==> src/rtl/multiplexador_display.sv <==
// Five-digit common-anode 7-segment scanner fed by the BCD converter.
// It latches the digits on a load strobe and can blank leading zeros.
module multiplexador_display #(
  parameter int DIV_REFRESH = 50000
) (
  input  logic       clk,
  input  logic       rst_n,
  input  logic       carregar,
  input  logic [3:0] dezenaDeMilhar,
  input  logic [3:0] milhar,
  input  logic [3:0] centena,
  input  logic [3:0] dezena,
  input  logic [3:0] unidade,
  input  logic       apagar_zeros,
  output logic [4:0] anodo,
  output logic [6:0] segmentos,
  output logic       quadro_fim
);

  localparam int CNT_W = (DIV_REFRESH > 1) ? $clog2(DIV_REFRESH) : 1;

  logic [4:0][3:0]   dig_q, dig_d;
  logic [CNT_W-1:0]  cnt_q, cnt_d;
  logic [2:0]        idx_q, idx_d;
  logic [4:0]        anodo_q, anodo_d;
  logic [6:0]        seg_q, seg_d;
  logic              fim_q, fim_d;
  logic              wrap;
  logic              blankSlot;
  logic [4:0]        nonzeroAbove;

  // Segment patterns are ordered g..a and are active low. Non-BCD codes show a dash.
  function automatic logic [6:0] decode(input logic [3:0] v);
    case (v)
      4'd0:    decode = 7'b1000000;
      4'd1:    decode = 7'b1111001;
      4'd2:    decode = 7'b0100100;
      4'd3:    decode = 7'b0110000;
      4'd4:    decode = 7'b0011001;
      4'd5:    decode = 7'b0010010;
      4'd6:    decode = 7'b0000010;
      4'd7:    decode = 7'b1111000;
      4'd8:    decode = 7'b0000000;
      4'd9:    decode = 7'b0010000;
      default: decode = 7'b0111111;
    endcase
  endfunction

  always_comb begin
    dig_d = carregar ? {dezenaDeMilhar, milhar, centena, dezena, unidade} : dig_q;

    wrap  = (cnt_q == CNT_W'(DIV_REFRESH - 1));
    cnt_d = wrap ? '0 : cnt_q + CNT_W'(1);
    idx_d = idx_q;
    if (wrap) idx_d = (idx_q == 3'd4) ? 3'd0 : idx_q + 3'd1;
    fim_d = wrap && (idx_q == 3'd4);

    // nonzeroAbove[k] is set when any held digit from position k up to 4 is nonzero.
    nonzeroAbove    = '0;
    nonzeroAbove[4] = |dig_q[4];
    for (int k = 3; k >= 0; k--) begin
      nonzeroAbove[k] = nonzeroAbove[k+1] | (|dig_q[k]);
    end
    blankSlot = apagar_zeros && (idx_q != 3'd0) && !nonzeroAbove[idx_q];

    anodo_d = 5'b11111;
    seg_d   = 7'b1111111;
    if (!blankSlot) begin
      anodo_d[idx_q] = 1'b0;
      seg_d          = decode(dig_q[idx_q]);
    end
  end

  always_ff @(posedge clk) begin
    if (!rst_n) begin
      dig_q   <= '0;
      cnt_q   <= '0;
      idx_q   <= 3'd0;
      anodo_q <= 5'b11111;
      seg_q   <= 7'b1111111;
      fim_q   <= 1'b0;
    end else begin
      dig_q   <= dig_d;
      cnt_q   <= cnt_d;
      idx_q   <= idx_d;
      anodo_q <= anodo_d;
      seg_q   <= seg_d;
      fim_q   <= fim_d;
    end
  end

  assign anodo      = anodo_q;
  assign segmentos  = seg_q;
  assign quadro_fim = fim_q;

endmodule

==> config.mk <==
export PLATFORM = sky130hd
export DESIGN_NAME = multiplexador_display
export DESIGN_NICKNAME = d
export VERILOG_FILES = /design/src/rtl/multiplexador_display.sv
export SDC_FILE = /design/constraint.sdc
export NUM_CORES = 1
export LEC_CHECK = 0
export ABC_AREA = 0
export CAP_MARGIN = 20
export CORE_ASPECT_RATIO = 0.7
export CORE_MARGIN = 1
export CORE_UTILIZATION = 48
export DETAILED_ROUTE_END_ITERATION = 10
export MAX_ROUTING_LAYER = met4
export PLACE_DENSITY = 0.75
export SETUP_SLACK_MARGIN = 0.15
export SLEW_MARGIN = 20
export SYNTH_ARGS = -nofsm -noshare
export SYNTH_HDL_FRONTEND = slang
export SYNTH_SLANG_ARGS = --single-unit
==> constraint.sdc <==
create_clock -name clk -period 1.9 [get_ports clk]
set_input_delay 0.38 -clock clk [delete_from_list [all_inputs] [get_ports clk]]
set_output_delay 0.38 -clock clk [all_outputs]
set_load 0.005 [all_outputs]
==> results.txt <==
* Switch share: about a quarter
- After technology mapping, the gate count stands at about 260.
* Unrepaired setup endpoints after global routing: yes
- The core region is 4861 um2.
- The first global-routing pass estimated 8459 um of wire.
- Starting utilization of the core area: between 50% and 60%
- DRT antenna net count: 0
- The routed design uses approximately 230 um of met3 wire.
- Final estimated routing congestion in global placement: approximately 0.88
* Total of warnings raised by yosys: 0
- The slowest stage of the critical path belongs to the cell sky130_fd_sc_hd__dfxtp_4.
* Port Buffer Count: 36
- Summing all placed instances gives a cell area of slightly below 3000 um2.
* Detailed-placement wirelength estimate: 3702 um
- Num CTS Buffers: 5
* Placement Rows: 21
* Share of final-layout standard cells stronger than drive strength 1: about 27%
* TritonCTS Sinks: 52
- Shortest period the worst path allows: between 1.5 and 2 ns
- Slew margin rel.: approximately two thirds
- The detailed router put a total of 2952 um of wire on met1.
* Syn-to-layout area delta: 38.17%
- The min-delay analysis places its worst path in the category reg2reg.
* Max Clock Skew: 0.004194 ns
* Post-CTS clock slew at the launch and capture registers of the worst setup and hold paths: ~0.090 ns
- Via count of the first global-routing pass: 1707
- In this run the mean area of a mapped cell was around 9.6 um2.
- Non-Filler Cell Area, Final: 3406 um2
* Net switching component of the power: between 0.5 and 0.6 mW
- Clock Root Buffer: sky130_fd_sc_hd__clkbuf_8
- Static timing analysis puts the maximum clock frequency at between 500 and 600 MHz.
* Via-to-Cell Ratio: 5.160
- Area share of the largest cell type after synthesis: a little over two fifths
- In this run the worst path has a maximum fanout of 4.
* Largest net degree at the start of global routing: 24
- GRT Residual Overflow: 0
* Critical path start-end classification: reg2reg
- Setup slack on the critical path of the routed design comes to -0.009549 ns.
* Status: finished, violations left
- The share of total power dissipated in sequential elements is a little under three fifths.
- No sink is reached through more buffers than the 2 on the longest clock path.
- For this run, the leading register cell type out of synthesis is sky130_fd_sc_hd__dfxtp_1.
* DR iter-0 viols: 78
* Die boundary height: a little over 60 um
- Number of distinct library cells after synthesis: 47
- The share of total power dissipated in combinational logic is roughly 15%.
- For the worst setup path, the data arrival time is about 2.1 ns.
* Insertion delay to the later sink of the worst-skew pair: approximately 0.3 ns
- The number of hold violations in the final report was 0.
- Slew Limit Fails: 0
- Wire segments on met2 add up to 2277 um in the final route.
- Critical path required time: around 2.1 ns
- The synthesized design spends more area on one cell type than any other, namely sky130_fd_sc_hd__dfxtp_1.
- In the final design database the tool counted around 360 nets.
- In the final routed layout, each cell accounts on average for between 10 and 15 um.
- Main area contributors after synthesis: sky130_fd_sc_hd__dfxtp_1, sky130_fd_sc_hd__mux2i_1, sky130_fd_sc_hd__nor2b_1
- Buf+Inv Stages, Crit Path: 3
- Synth Cell Area: 2465 um2
* Kind of cell adding the most delay to the critical path: compound AO/OA/AOI/OAI gates
- In this run the power density over the cells is 622.7 nW/um2.
- TritonCTS clock tree: built
* Via count: a little over 2000
- The pre-antenna-repair detailed-routing pass consisted of 4 iterations.
* Top layer used by detailed routing: met4
- Critical Path Max Stage Delay: about 0.38 ns
* DIE AREA: 5430 um2
* Max Cap Violations: 0
- Portion of total power attributed to the clock network: between 20 and 30%
* Final clock period utilization by the worst path: 100.5%
- Diodes inserted: 0
- CP Cell Sequence: buf_6 -> mux2i_2 -> nor3_2 -> a211oi_4 -> buf_4 -> buf_4 -> ha_2 -> nor3_2 -> o31ai_1
- Cell internal power was estimated by the tool at around 1.6 mW.
* H-Tree Level Count: 2
- Summed over all layers, the routed wires come to 5532 um.
- Width of the die: around 88 um
* Launching element type of the critical path: flop
* Number of antenna violations at the first check in global routing: 0
- Element type at the critical path end: flop
- FFs w/ async S/R, synth: 0%
* Reported leakage power: 1.316 nW
- Number of DRC violations after detailed routing: 0
- At the pin with the least slew margin, the transition time is roughly 0.5 ns.
- Fraction of the yosys area taken by sequential cells: 42.23%
* Final setup vio count: 1
- All-Layer GR Usage: a little over a fifth
* Yosys reg bits: 52
- In this run, synthesis inferred 0 flip-flops with an integrated enable.
- Maximum vdd ir drop: around 0.42 mV
* Boundary pin count: 37
* Failing checks: negative setup slack
* Worst slack after detailed placement: -0.09873 ns
- Synthesized net count: 289
- The filler cells instantiated in the layout total about 370.
[metrics by stage]
step / hold WS, ns / utilization (%) / TNS [ns] / std cells / total power, mW
floorplan: 0.4175 / - / 0 / 257 / 1.333
global placement: 0.4324 / 61.18 / -0.1747 / 366 / 1.464
detailed placement: 0.4477 / 61.18 / -0.4820 / 366 / 1.468
CTS: 0.4712 / 66.54 / 0 / 388 / 2.107
global route: 0.4764 / 70.06 / -0.1423 / 394 / 2.224
finish: 0.4575 / 70.06 / -0.009549 / 394 / 2.121
[power by group through the flow]
stage	Sequential, mW	Clock (mW)	Combinational [mW]
4_1_cts	1.17	0.650	0.286
3_3_place_gp	1.20	0	0.268
2_1_floorplan	1.19	0	0.143
6_report	1.17	0.631	0.317
3_5_place_dp	1.20	0	0.271
5_1_grt	1.18	0.698	0.348
[registers in the layout (all words and copies together), names as in the netlist]
name	flops
anodo	5
cnt_q	16
dig_q	20
idx_q	3
quadro_fim	1
segmentos	7
[synthesized netlist by cell type, types with 4 or more instances]
cell	number
sky130_fd_sc_hd__nor2_1	23
sky130_fd_sc_hd__xor2_1	7
sky130_fd_sc_hd__inv_1	6
sky130_fd_sc_hd__ha_1	8
sky130_fd_sc_hd__and3_1	5
sky130_fd_sc_hd__nor2b_1	24
sky130_fd_sc_hd__nand2_1	13
sky130_fd_sc_hd__o31ai_1	4
sky130_fd_sc_hd__nor3_1	8
sky130_fd_sc_hd__nor4_1	5
sky130_fd_sc_hd__o21ai_0	6
sky130_fd_sc_hd__dfxtp_1	52
sky130_fd_sc_hd__mux2i_1	23
sky130_fd_sc_hd__clkbuf_1	4
sky130_fd_sc_hd__xnor2_1	7
sky130_fd_sc_hd__nand3_1	12
sky130_fd_sc_hd__nand2b_1	4
[layer usage]
metal | track usage [%] | vias up
li1 | - | 1020
met1 | 32.20 | 951
met2 | 29.69 | 52
met3 | 3.963 | 10
met4 | 4.918 | 0
met5 | - | -
[path summary, 6_finish.rpt]
check                   startpoint                 endpoint  slack (ns)  depth (start not counted)
max          idx_q[1]$_SDFFE_PN0N_  segmentos[0]$_SDFF_PP1_       -0.01                          9
min reg2reg    cnt_q[0]$_SDFF_PP0_      cnt_q[0]$_SDFF_PP0_        0.46                          1
min            cnt_q[0]$_SDFF_PP0_      cnt_q[0]$_SDFF_PP0_        0.46                          1
max reg2reg  idx_q[1]$_SDFFE_PN0N_  segmentos[0]$_SDFF_PP1_       -0.01                          9
[logic make-up (layout without fill, tap and decap cells)]
group,count (synthesis),after routing,share of synthesized area (%)
fa+ha+maj,8,8,4.061
compound gates,27,27,7.868
mux,26,26,10.71
buf+inv,19,87,4.619
xor+xnor,14,14,4.975
simple gates,111,111,25.53
flops,52,52,42.23
[cells in the final DEF, fill, tap and decap left out, drive strengths merged]
cell           synthesis  final
a211oi                 2      2
and4                   2      2
a32oi                  2      2
nand4                  1      1
a31oi                  1      1
clkinv                 0      2
mux2                   3      3
nor4                   6      6
o22a                   1      1
ha                     8      8
clkdlybuf4s50          0     36
mux2i                 23     23
inv                    6      6
nor2b                 24     24
clkbuf                 5      6
nor4bb                 1      1
xor2                   7      7
buf                    7     37
or2b                   1      1
xnor2                  7      7
or3b                   1      1
nand2b                 4      4
a21boi                 3      3
nand3                 15     15
o21ai                  6      6
o31ai                  4      4
nor2                  25     25
nand2                 13     13
a211o                  2      2
and3                   7      7
nor3b                  1      1
o211ai                 2      2
a21oi                  3      3
or3                    1      1
o2bb2ai                1      1
nor3                   9      9
dfxtp                 52     52
[timing repair]
item                                    in CTS  in global routing
setup buffers                               14                  6
pin swaps                                    8                  7
endpoints found under the setup margin      20                 26
hold buffers                                 0                  0
gates resized for setup                     17                 28
[final cells by class]
class                   instances  area [um2]  share of cell area (%)
inverters                       6       22.52                  0.6613
well taps                      69       86.33                   2.535
clock inverters                 2       10.01                  0.2939
multi-input cells             186        1485                   43.61
repair buffers                 73       665.6                   19.54
clock buffers                   6       82.58                   2.425
flip-flops and latches         52        1054                   30.93
Note: power is estimated with default switching activity, not from simulation.
